### src/rtl/vga_pkg.sv
// Shared types for the VGA framebuffer arbiter: arbitration states, default
// widths and the read-tag bit layout.
package vga_pkg;

  localparam int ADDR_W_DEF = 17;
  localparam int DATA_W_DEF = 3;

  typedef enum logic [1:0] {
    ARB_IDLE  = 2'd0,
    ARB_SCAN  = 2'd1,
    ARB_HOST  = 2'd2,
    ARB_FORCE = 2'd3
  } arb_state_e;

  // Read tag: bit 1 marks a scan read, bit 0 a host read in the memory stage.
  localparam int TAG_SCAN = 1;
  localparam int TAG_HOST = 0;
  typedef logic [1:0] rd_tag_t;

  function automatic rd_tag_t make_tag(input logic scan_rd, input logic host_rd);
    return {scan_rd, host_rd};
  endfunction

endpackage

### src/rtl/vga_fb_arb_fsm.sv
// Grant decision and arbitration state for the framebuffer arbiter.
// Define FB_ARB_FAIR_EN to add the scan streak counter and the forced host slot.
module vga_fb_arb_fsm
  import vga_pkg::*;
#(
  parameter int BURST_MAX = 8
) (
  input  logic clk,
  input  logic reset,
  input  logic scan_req,
  input  logic host_req,
  output logic scan_gnt,
  output logic host_gnt,
  output logic scan_acc,
  output logic host_acc
);

  arb_state_e state_q, state_d;
  logic       force_host;

`ifdef FB_ARB_FAIR_EN
  localparam int unsigned STREAK_W = $clog2(BURST_MAX + 1);
  localparam logic [STREAK_W-1:0] STREAK_MAX = STREAK_W'(BURST_MAX);

  logic [STREAK_W-1:0] streak_q, streak_d;

  assign force_host = (state_q == ARB_FORCE) && host_req;
`else
  assign force_host = 1'b0;
`endif

  // Grants are gated by reset so every output reads 0 while reset is held.
  assign host_gnt = reset && host_req && (!scan_req || force_host);
  assign scan_gnt = reset && scan_req && !force_host;

  always_comb begin
    if (host_gnt) begin
      state_d = ARB_HOST;
    end else if (scan_gnt) begin
      state_d = ARB_SCAN;
    end else begin
      state_d = ARB_IDLE;
    end
`ifdef FB_ARB_FAIR_EN
    streak_d = streak_q;
    if (host_gnt || !host_req) begin
      streak_d = '0;
    end else if (scan_gnt && (streak_q != STREAK_MAX)) begin
      streak_d = streak_q + STREAK_W'(1);
    end
    if (scan_gnt && host_req && (streak_d == STREAK_MAX)) begin
      state_d = ARB_FORCE;
    end
`endif
  end

  always_ff @(posedge clk or negedge reset) begin
    if (!reset) begin
      state_q <= ARB_IDLE;
`ifdef FB_ARB_FAIR_EN
      streak_q <= '0;
`endif
    end else begin
      state_q <= state_d;
`ifdef FB_ARB_FAIR_EN
      streak_q <= streak_d;
`endif
    end
  end

  // ARB_FORCE is only ever entered on a scan grant, so it also marks a scan access.
  assign scan_acc = (state_q == ARB_SCAN) || (state_q == ARB_FORCE);
  assign host_acc = (state_q == ARB_HOST);

endmodule

### src/rtl/vga_fb_arbiter.sv
// Single-port framebuffer arbiter: scanout has priority, host uses idle slots.
// Define FB_ARB_FAIR_EN to bound host wait to BURST_MAX+1 cycles.
module vga_fb_arbiter
  import vga_pkg::*;
#(
  parameter int ADDR_W    = ADDR_W_DEF,
  parameter int DATA_W    = DATA_W_DEF,
  parameter int BURST_MAX = 8
) (
  input  logic              clk,
  input  logic              reset,
  input  logic              scan_req,
  input  logic [ADDR_W-1:0] scan_addr,
  output logic              scan_gnt,
  output logic              scan_rvalid,
  output logic [DATA_W-1:0] scan_rdata,
  input  logic              host_req,
  input  logic              host_we,
  input  logic [ADDR_W-1:0] host_addr,
  input  logic [DATA_W-1:0] host_wdata,
  output logic              host_gnt,
  output logic              host_rvalid,
  output logic [DATA_W-1:0] host_rdata,
  output logic              mem_en,
  output logic              mem_we,
  output logic [ADDR_W-1:0] mem_addr,
  output logic [DATA_W-1:0] mem_wdata,
  input  logic [DATA_W-1:0] mem_rdata
);

  logic              scan_acc, host_acc;
  logic              mem_we_q;
  logic [ADDR_W-1:0] mem_addr_q;
  logic [DATA_W-1:0] mem_wdata_q;
  rd_tag_t           tag_q, tag_d;
  logic [DATA_W-1:0] scan_rdata_q, host_rdata_q;

  vga_fb_arb_fsm #(
    .BURST_MAX(BURST_MAX)
  ) u_fsm (
    .clk     (clk),
    .reset   (reset),
    .scan_req(scan_req),
    .host_req(host_req),
    .scan_gnt(scan_gnt),
    .host_gnt(host_gnt),
    .scan_acc(scan_acc),
    .host_acc(host_acc)
  );

  assign tag_d = make_tag(scan_acc, host_acc && !mem_we_q);

  always_ff @(posedge clk or negedge reset) begin
    if (!reset) begin
      mem_we_q     <= 1'b0;
      mem_addr_q   <= '0;
      mem_wdata_q  <= '0;
      tag_q        <= '0;
      scan_rdata_q <= '0;
      host_rdata_q <= '0;
    end else begin
      mem_we_q <= host_gnt && host_we;
      if (scan_gnt) begin
        mem_addr_q <= scan_addr;
      end else if (host_gnt) begin
        mem_addr_q <= host_addr;
      end
      if (host_gnt && host_we) begin
        mem_wdata_q <= host_wdata;
      end
      tag_q <= tag_d;
      if (tag_q[TAG_SCAN]) begin
        scan_rdata_q <= mem_rdata;
      end
      if (tag_q[TAG_HOST]) begin
        host_rdata_q <= mem_rdata;
      end
    end
  end

  assign mem_en    = scan_acc || host_acc;
  assign mem_we    = mem_we_q;
  assign mem_addr  = mem_addr_q;
  assign mem_wdata = mem_wdata_q;

  // RAM data arrives the cycle after the access; route it straight through, hold otherwise.
  assign scan_rvalid = tag_q[TAG_SCAN];
  assign host_rvalid = tag_q[TAG_HOST];
  assign scan_rdata  = tag_q[TAG_SCAN] ? mem_rdata : scan_rdata_q;
  assign host_rdata  = tag_q[TAG_HOST] ? mem_rdata : host_rdata_q;

endmodule

### config.mk
export PLATFORM = sky130hd
export DESIGN_NAME = vga_fb_arbiter
export DESIGN_NICKNAME = d
export VERILOG_FILES = /design/src/rtl/vga_pkg.sv /design/src/rtl/vga_fb_arb_fsm.sv /design/src/rtl/vga_fb_arbiter.sv
export SDC_FILE = /design/constraint.sdc
export NUM_CORES = 1
export LEC_CHECK = 0
export CORE_MARGIN = 3
export CORE_UTILIZATION = 37
export DETAILED_ROUTE_END_ITERATION = 8
export PLACE_DENSITY = 0.79
export SLEW_MARGIN = 20
export SYNTH_ARGS = -nofsm -noshare
export SYNTH_HDL_FRONTEND = slang
export SYNTH_SLANG_ARGS = --single-unit
### constraint.sdc
create_clock -name clk -period 1.2 [get_ports clk]
set_input_delay 0.24 -clock clk [delete_from_list [all_inputs] [get_ports clk]]
set_output_delay 0.24 -clock clk [all_outputs]
set_load 0.02 [all_outputs]
Word-level counts from Yosys, hierarchy flattened
Index checks and enable logic that the tools add are counted.
{ "word_totals": {"wordCells": 26, "ff_bits": 31, "output_inout_bits": 32} }
{ "classes": {"reduce_logical": 10, "n_mux": 6, "eq_ne": 3} }
{ "op_table": {"columns": ["cell", "n"], "rows": [
  ["two-way mux 17 bit", 2],
  ["two-way mux 3 bit", 2],
  ["logical AND 1 bit", 5],
  ["equality test 2 bit (second input constant)", 2],
  ["equality test 2 x 1 -> 1 bit (second input constant)", 1],
  ["zero test 1 bit", 2],
  ["logical OR 1 bit", 2],
  ["two-way mux 2 bit", 1],
  ["nonzero test 2 bit", 1],
  ["two-way mux 1 bit", 1]
]} }

Logic depth before layout (Yosys ltp)
Gate-level depths: netlist (run 1).
{ "logic_depth": {"word_depth": 4, "mapped_depth": 5} }

Hierarchy
A second synthesis (run 1) with hierarchy kept.
{ "unflattened": {"hier_cells": 104, "hier_area_um2": 1293.7} }
{ "by_module_without_submodules": {"columns": ["mod", "instances", "cells_each", "area_per_inst_um2", "seq_area_each_um2"], "rows": [
  ["vga_fb_arbiter", 1, 98, 1217.4, 725.7],
  ["vga_fb_arb_fsm", 1, 6, 76.3, 50.0]
]} }

Worst setup path after synthesis (run 1)
Ideal clock, no wire load.
{ "synth_timing": {"path_type": "register -> output", "startpoint": "reg tag_q[0]", "endpoint": "out host_rdata[0]", "t_arrival_ps": 904, "path_buffers": 0, "stages_incl_launch_ff": 2, "setup_slack_ps": 56, "required_time_ps": 960, "path_cell_list": "dfrtp_1 > mux2_2"} }
{ "synth_via": {"elab_chain_cells": 1} }
{ "synth_lines": {"columns": ["item", "line", "rtl"], "rows": [
  ["start, declared", "vga_fb_arbiter.sv:35", "rd_tag_t tag_q, tag_d;"],
  ["start signal, assigned", "vga_fb_arbiter.sv:71", "tag_q <= tag_d;"],
  ["two-way mux 3 bit", null, null],
  ["end, declared", "vga_fb_arbiter.sv:23", "output logic [DATA_W-1:0] host_rdata,"]
]} }
No other way between the ends.

Worst setup path after layout (run 1)
{ "layout_timing": {"startpoint": "reg tag_q[0]", "endpoint": "out host_rdata[1]"} }
The elaborated chain is that of the path after synthesis.

==> reports/qor.csv, run 1 <==
metric,value,unit
crit_chain,mux2_4 > buf_6,
overflow,0,
yosys.area.top_type,dfrtp_1,
utilization,69.1,%
p_per_area,1370,mW/mm²
dr_total_vias,1394,
max_freq,672,MHz
setup_viol,9,
fp.dieW,65.7,µm
skew,3.61,ps
p_comb_share,33.7,%
rsz0062_at_grt,true,
clock_power_share,26.6,%
die_area,0.00432,mm²
drt_iter0_markers,68,
fin_ws,-289,ps
start_kind,register,
p_switching,0.000948,W
synth_area,0.00132,mm²
relSlewSlack,57.0,%
synth_area_leaders,"dfrtp_1 59%, o32ai_1 11%, o22ai_1 8.1%, mux2_2 7.7%, nor2_1 5.1%",
dp_hpwl,3.15,mm
layout_common_cells,"41 x clkdlybuf4s50_1, 31 x buf_4, 29 x dfrtp_1",
worstPathArrival,1250,ps
path_max_fanout,4,
whs,139,ps
synth_nets,155,
grt_max_degree,19,
htree_num_levels,2,
antenna_found_initial,0,
syn_area_per_cell,12.0,µm²
clkTransAtPathRegs,90,ps
yosysWarnings,0,
port_buffers,76,
fillers,255,
cts_tree,yes,
status,finished with violations,
cap_viol_max_count,0,
worstPathBufferInverterCount,1,
cts_buffers,5,
yosysUniqueCellTypes,15,
cellLeakagePower,1.07,nW
violations,negative setup slack,
postSynthCellCount,110,
worstSetupPathType,reg2out,
ys_seq_area_share,58.8,%
viasPerCell,5.28,
floorplan.initialDensity,38.9,%
dr.pass1.iters,4,
io_pins,77,
area.growth.synth_to_final,77.5,%
clock_sinks,31,
std_cell_rows,21,
clk_path_buf_depth,2,
hp-class,in2reg,
synth-seq-cells,31,
p_int,0.00225,W
antenna_left,0,
max-vdd-ir-drop,0.000808,V
clk_latency,330,ps
grt_pass1_wl,6.83,mm
drive_gt1_share,40.4,%
gp_congestion,0.761,
p_seq_share,39.7,%
cp_slowest_stage_delay,460,ps
period_share,124,%
coreArea,0.00339,mm²
first_global_vias,1390,
dpl_worst_slack,-625,ps
swShare,29.6,%
critPathCaptureType,output pin,
postRouteWirelength,4.35,mm
fp.dieH,65.7,µm
drv_slew,0,
tightest_slew,644,ps
slowest_stage,dfrtp_2,
grt_usage,21.6,%
insertedDiodeCount,0,
required,960,ps
hold_viol,0,
fin_crit,1490,ps
fin_nets,262,
final_common_cell,clkdlybuf4s50_1,
synth_top_area_share,58.8,%
clockRootBuffer,clkbuf_4,
drc,0,
cp_top_family,flip-flops,
routedWlPerCell,16.5,µm
registers in the layout (all words and copies together), names as in the netlist:
| name | flops |
|---|---|
| host_rdata_q | 3 |
| mem_wdata | 3 |
| mem_we | 1 |
| scan_rdata_q | 3 |
| tag_q | 2 |
| mem_addr | 17 |
| u_fsm.state_q | 2 |
area by class of cell:
class | count | area, µm² | share of cell area, %
sequential | 31 | 778 | 33.2
timing repair buffer | 109 | 906 | 38.7
clock buffer | 6 | 51.3 | 2.19
tap | 46 | 57.6 | 2.46
clock inverter | 2 | 35.0 | 1.49
multi-input combinational | 67 | 504 | 21.5
inverter | 3 | 11.3 | 0.481
per-stage QoR:
step                instances  setup TNS (ps)  total power (W)  cell area, µm²
floorplan                 110               0          0.00173            1320
global placement          251          -13370          0.00236            2280
detailed placement        251          -14190          0.00240            2280
CTS                       264           -2170          0.00323            2350
global route              264           -2320          0.00336            2340
finish                    264           -1850          0.00320            2340
cells in the mapped netlist:
| cell type | instances |
|---|---|
| nor2_1 | 18 |
| buf_6 | 2 |
| buf_2 | 4 |
| or2_1 | 1 |
| mux2_2 | 9 |
| o22ai_1 | 17 |
| dfrtp_1 | 31 |
| inv_1 | 3 |
| or2_2 | 1 |
| nor3b_1 | 1 |
| buf_4 | 2 |
| o32ai_1 | 17 |
| clkbuf_1 | 1 |
| nand4b_2 | 1 |
| nand2_2 | 2 |
timing repair:
action                                  CTS  global route
resized for setup                       155             5
endpoints found under the setup margin   52            32
buffers inserted                          2             0
endpoints found under the hold margin    31            12
hold buffers                              3             1
worst reg2reg max path, cell delays in order (launching register included):
cell and delay, ps:
dfrtp_2 460, mux2_4 320, buf_4 130
per-layer routing:
layer | up-vias | wire [µm] | global-route usage [%]
li1 | 634 | - | -
met1 | 677 | 1680 | 24.1
met2 | 69 | 2290 | 37.0
met3 | 14 | 253 | 5.30
met4 | 0 | 132 | 12.7
met5 | - | 0 | 0
power groups by stage:
stage	Sequential [W]	Clock, W	Combinational [W]
floorplan	0.00144	0	0.000292
global placement	0.00128	0	0.00108
detailed placement	0.00129	0	0.00112
CTS	0.00127	0.000876	0.00108
global route	0.00129	0.000917	0.00116
finish	0.00127	0.000853	0.00108
final timing paths:
check	slack (ps)	endpoint	start	cells after the start
setup / recovery	-290	host_rdata[1]	tag_q[0]	2
hold / removal	140	u_fsm.state_q[1]	scan_req	2
setup reg to reg	190	host_rdata_q[0]	tag_q[0]	2
hold reg to reg	450	tag_q[0]	mem_we	1
max in group asynchronous	110	mem_addr[3]	reset	3
min in group asynchronous	280	mem_addr[6]	reset	3
logic make-up after synthesis:
logic type,share of synthesized area [%]
AO/OA/AOI/OAI,19.3
flip-flops,58.8
AND/OR/NAND/NOR,8.72
buffers and inverters,5.50
multiplexers,7.68
(Power assumes the default switching activity.)
==> run 2, diff against run 1 <==
--- a/config.mk
+++ b/config.mk
@@ -5,7 +5,7 @@
 export SDC_FILE = /design/constraint.sdc
 export NUM_CORES = 1
 export LEC_CHECK = 0
-export CORE_MARGIN = 3
+export CORE_MARGIN = 2
 export CORE_UTILIZATION = 37
 export DETAILED_ROUTE_END_ITERATION = 8
 export PLACE_DENSITY = 0.79
==> run 2 against run 1 <==
The run ends with negative hold slack, negative setup slack left. Design area did not move. Via count barely moved. Clock skew rose by 4.4 ps. Critical endpoint is now host_rdata[0]. Largest cell class unchanged. Wire length is 3.0% lower. Worst setup slack lost 20 ps. Highest routed layer unchanged. Global-route usage increased by 0.86 points. Flip-flop and latch count unchanged. Sequential share of layout area unchanged. Clock-buffer cell count decreased by 1. Clock power down 3.5%.
==> reports/qor.csv, run 2 (synthesized netlist as in run 1, its figures left out) <==
metric,value,unit,change
status,finished with violations,,unchanged
violations,"negative hold slack, negative setup slack",,was negative setup slack
p_int,0.00221,W,was 0.00225 W
floorplan.initialDensity,38.9,%,unchanged
r2r_end,host_rdata_q[2],,was host_rdata_q[0]
largest_reg_flops,17,,unchanged
r2r_start,tag_q[0],,unchanged
critPathLaunch,tag_q[0],,unchanged
tightest_slew,430,ps,was 644 ps
grt_usage,22.5,%,was 21.6%
routedWlPerCell,16.0,µm,was 16.5 µm
dp_cells,249,,was 251
clk_latency,340,ps,was 330 ps
worstPathArrival,1270,ps,was 1250 ps
dr_total_vias,1393,,was 1394
drv_slew,0,,unchanged
max-vdd-ir-drop,0.000732,V,was 0.000808 V
port_buffers,76,,unchanged
crit_end,host_rdata[0],,was host_rdata[1]
insertedDiodeCount,0,,unchanged
finalSetupTns,-2140,ps,was -1850 ps
setup_viol,8,,was 9
critPathCaptureType,output pin,,unchanged
hp-class,in2async,,was in2reg
required,960,ps,about the same
p_per_area,1360,mW/mm²,was 1370 mW/mm²
die_area,0.00406,mm²,was 0.00432 mm²
overflow,0,,unchanged
relSlewSlack,71.3,%,was 57.0%
grt_max_degree,39,,was 19
drc,0,,unchanged
final_common_cell,clkdlybuf4s50_1,,unchanged
instances_no_fill,263,,was 264
dr.pass1.iters,4,,unchanged
finalInstanceArea,0.00234,mm²,unchanged
skew,8.04,ps,was 3.61 ps
drive_gt1_share,40.6,%,was 40.4%
clock_sinks,31,,unchanged
path_max_fanout,4,,unchanged
power,0.00318,W,was 0.00320 W
r2r_cells,2,,unchanged
fp.dieH,63.7,µm,was 65.7 µm
antenna_left,0,,unchanged
utilization,69.1,%,unchanged
clock_power_share,25.8,%,was 26.6%
clockRootBuffer,clkbuf_4,,unchanged
period_share,126,%,was 124%
fin_nets,261,,was 262
postRouteWirelength,4.22,mm,was 4.35 mm
viasPerCell,5.30,,was 5.28
fin_ws,-309,ps,was -289 ps
dp_hpwl,3.09,mm,was 3.15 mm
max_freq,663,MHz,was 672 MHz
grt_pass1_wl,6.97,mm,was 6.83 mm
first_global_vias,1472,,was 1390
swShare,30.6,%,was 29.6%
io_pins,77,,unchanged
rsz0062_at_grt,true,,unchanged
p_comb_share,34.2,%,was 33.7%
area.growth.synth_to_final,77.5,%,unchanged
clkTransAtPathRegs,110,ps,was 90 ps
cap_viol_max_count,0,,unchanged
placed_area,0.00227,mm²,was 0.00228 mm²
fp.dieW,63.7,µm,was 65.7 µm
p_seq_share,40.0,%,was 39.7%
worstSetupPathType,reg2out,,unchanged
r2r_slack,170,ps,was 190 ps
cellLeakagePower,1.06,nW,was 1.07 nW
antenna_found_initial,0,,unchanged
hold_viol,15,,was 0
fin_crit,1510,ps,was 1490 ps
cts_tree,yes,,unchanged
htree_num_levels,2,,unchanged
cts_buffers,5,,unchanged
p_switching,0.000974,W,was 0.000948 W
std_cell_rows,21,,unchanged
gp_congestion,0.741,,was 0.761
clk_path_buf_depth,2,,unchanged
whs,-11.1,ps,was 139 ps
start_kind,register,,unchanged
drt_iter0_markers,38,,was 68
layout_common_cells,"41 x clkdlybuf4s50_1, 31 x buf_4, 29 x dfrtp_1",,unchanged
coreArea,0.00339,mm²,unchanged
[run 2: changes by cell type in the layout (fill, tap and decap cells not counted), sizes merged]
cell,previous run,this run
clkbuf,7,6
clkinv,1,2
dlygate4sd2,1,2
dlygate4sd3,2,1
dlymetal6s4s,1,0
[run 2: power groups by stage]
| stage | Clock [W] | Combinational [W] | Sequential, W |
|---|---|---|---|
| 2_1_floorplan | 0 | 0.000292 | 0.00144 |
| 3_3_place_gp | 0 | 0.00108 | 0.00128 |
| 3_5_place_dp | 0 | 0.00111 | 0.00129 |
| 4_1_cts | 0.000840 | 0.00108 | 0.00127 |
| 5_1_grt | 0.000908 | 0.00116 | 0.00129 |
| 6_report | 0.000823 | 0.00109 | 0.00127 |
[run 2: metal layers]
metal  wire length, µm  share of wire, %  track usage [%]
met3               266               6.3             6.16
met4               122               2.9             10.1
met5                 0                 0                0
met1              1580                37             24.6
met2              2250                53             40.4
[run 2: worst min path at each step]
stage | from | endpoint | slack (ps)
2_1_floorplan | reset | host_rdata_q[0] | -60
3_3_place_gp | reset | u_fsm.state_q[0] | 230
3_5_place_dp | reset | mem_we | 240
4_1_cts | reset | mem_addr[12] | -9
5_1_grt | reset | mem_addr[12] | 10
6_report | reset | mem_addr[12] | -10
[run 2: critical path, cell delays in order, from the launching register on]
cell and delay (ps):
dfrtp_2 470, mux2_4 330, buf_6 130
[run 2: through the flow]
stage / hold WS, ps / worst slack (ps)
final: -11.1 / -309
after global routing: 10.5 / -360
after CTS: -8.78 / -312
after detailed placement: 238 / -644
after global placement: 227 / -633
after floorplan: -55.6 / 56.3
[run 2: area by class of cell]
type | count | area [µm²]
clock buffer | 5 | 37.5
multi-input combinational | 67 | 504
sequential | 31 | 778
timing repair buffer | 108 | 911
fill | 256 | 1050
inverter | 3 | 11.3
tap | 46 | 57.6
clock inverter | 3 | 43.8
[run 2: timing repair]
item | in CTS | in global routing
gates resized for setup | 156 | 5
pin swaps | 1 | 0
setup endpoints to repair | 52 | 20
hold endpoints to repair | 26 | 0
setup buffers | 4 | 1
gates cloned | 0 | 0
hold buffers | 1 | 0
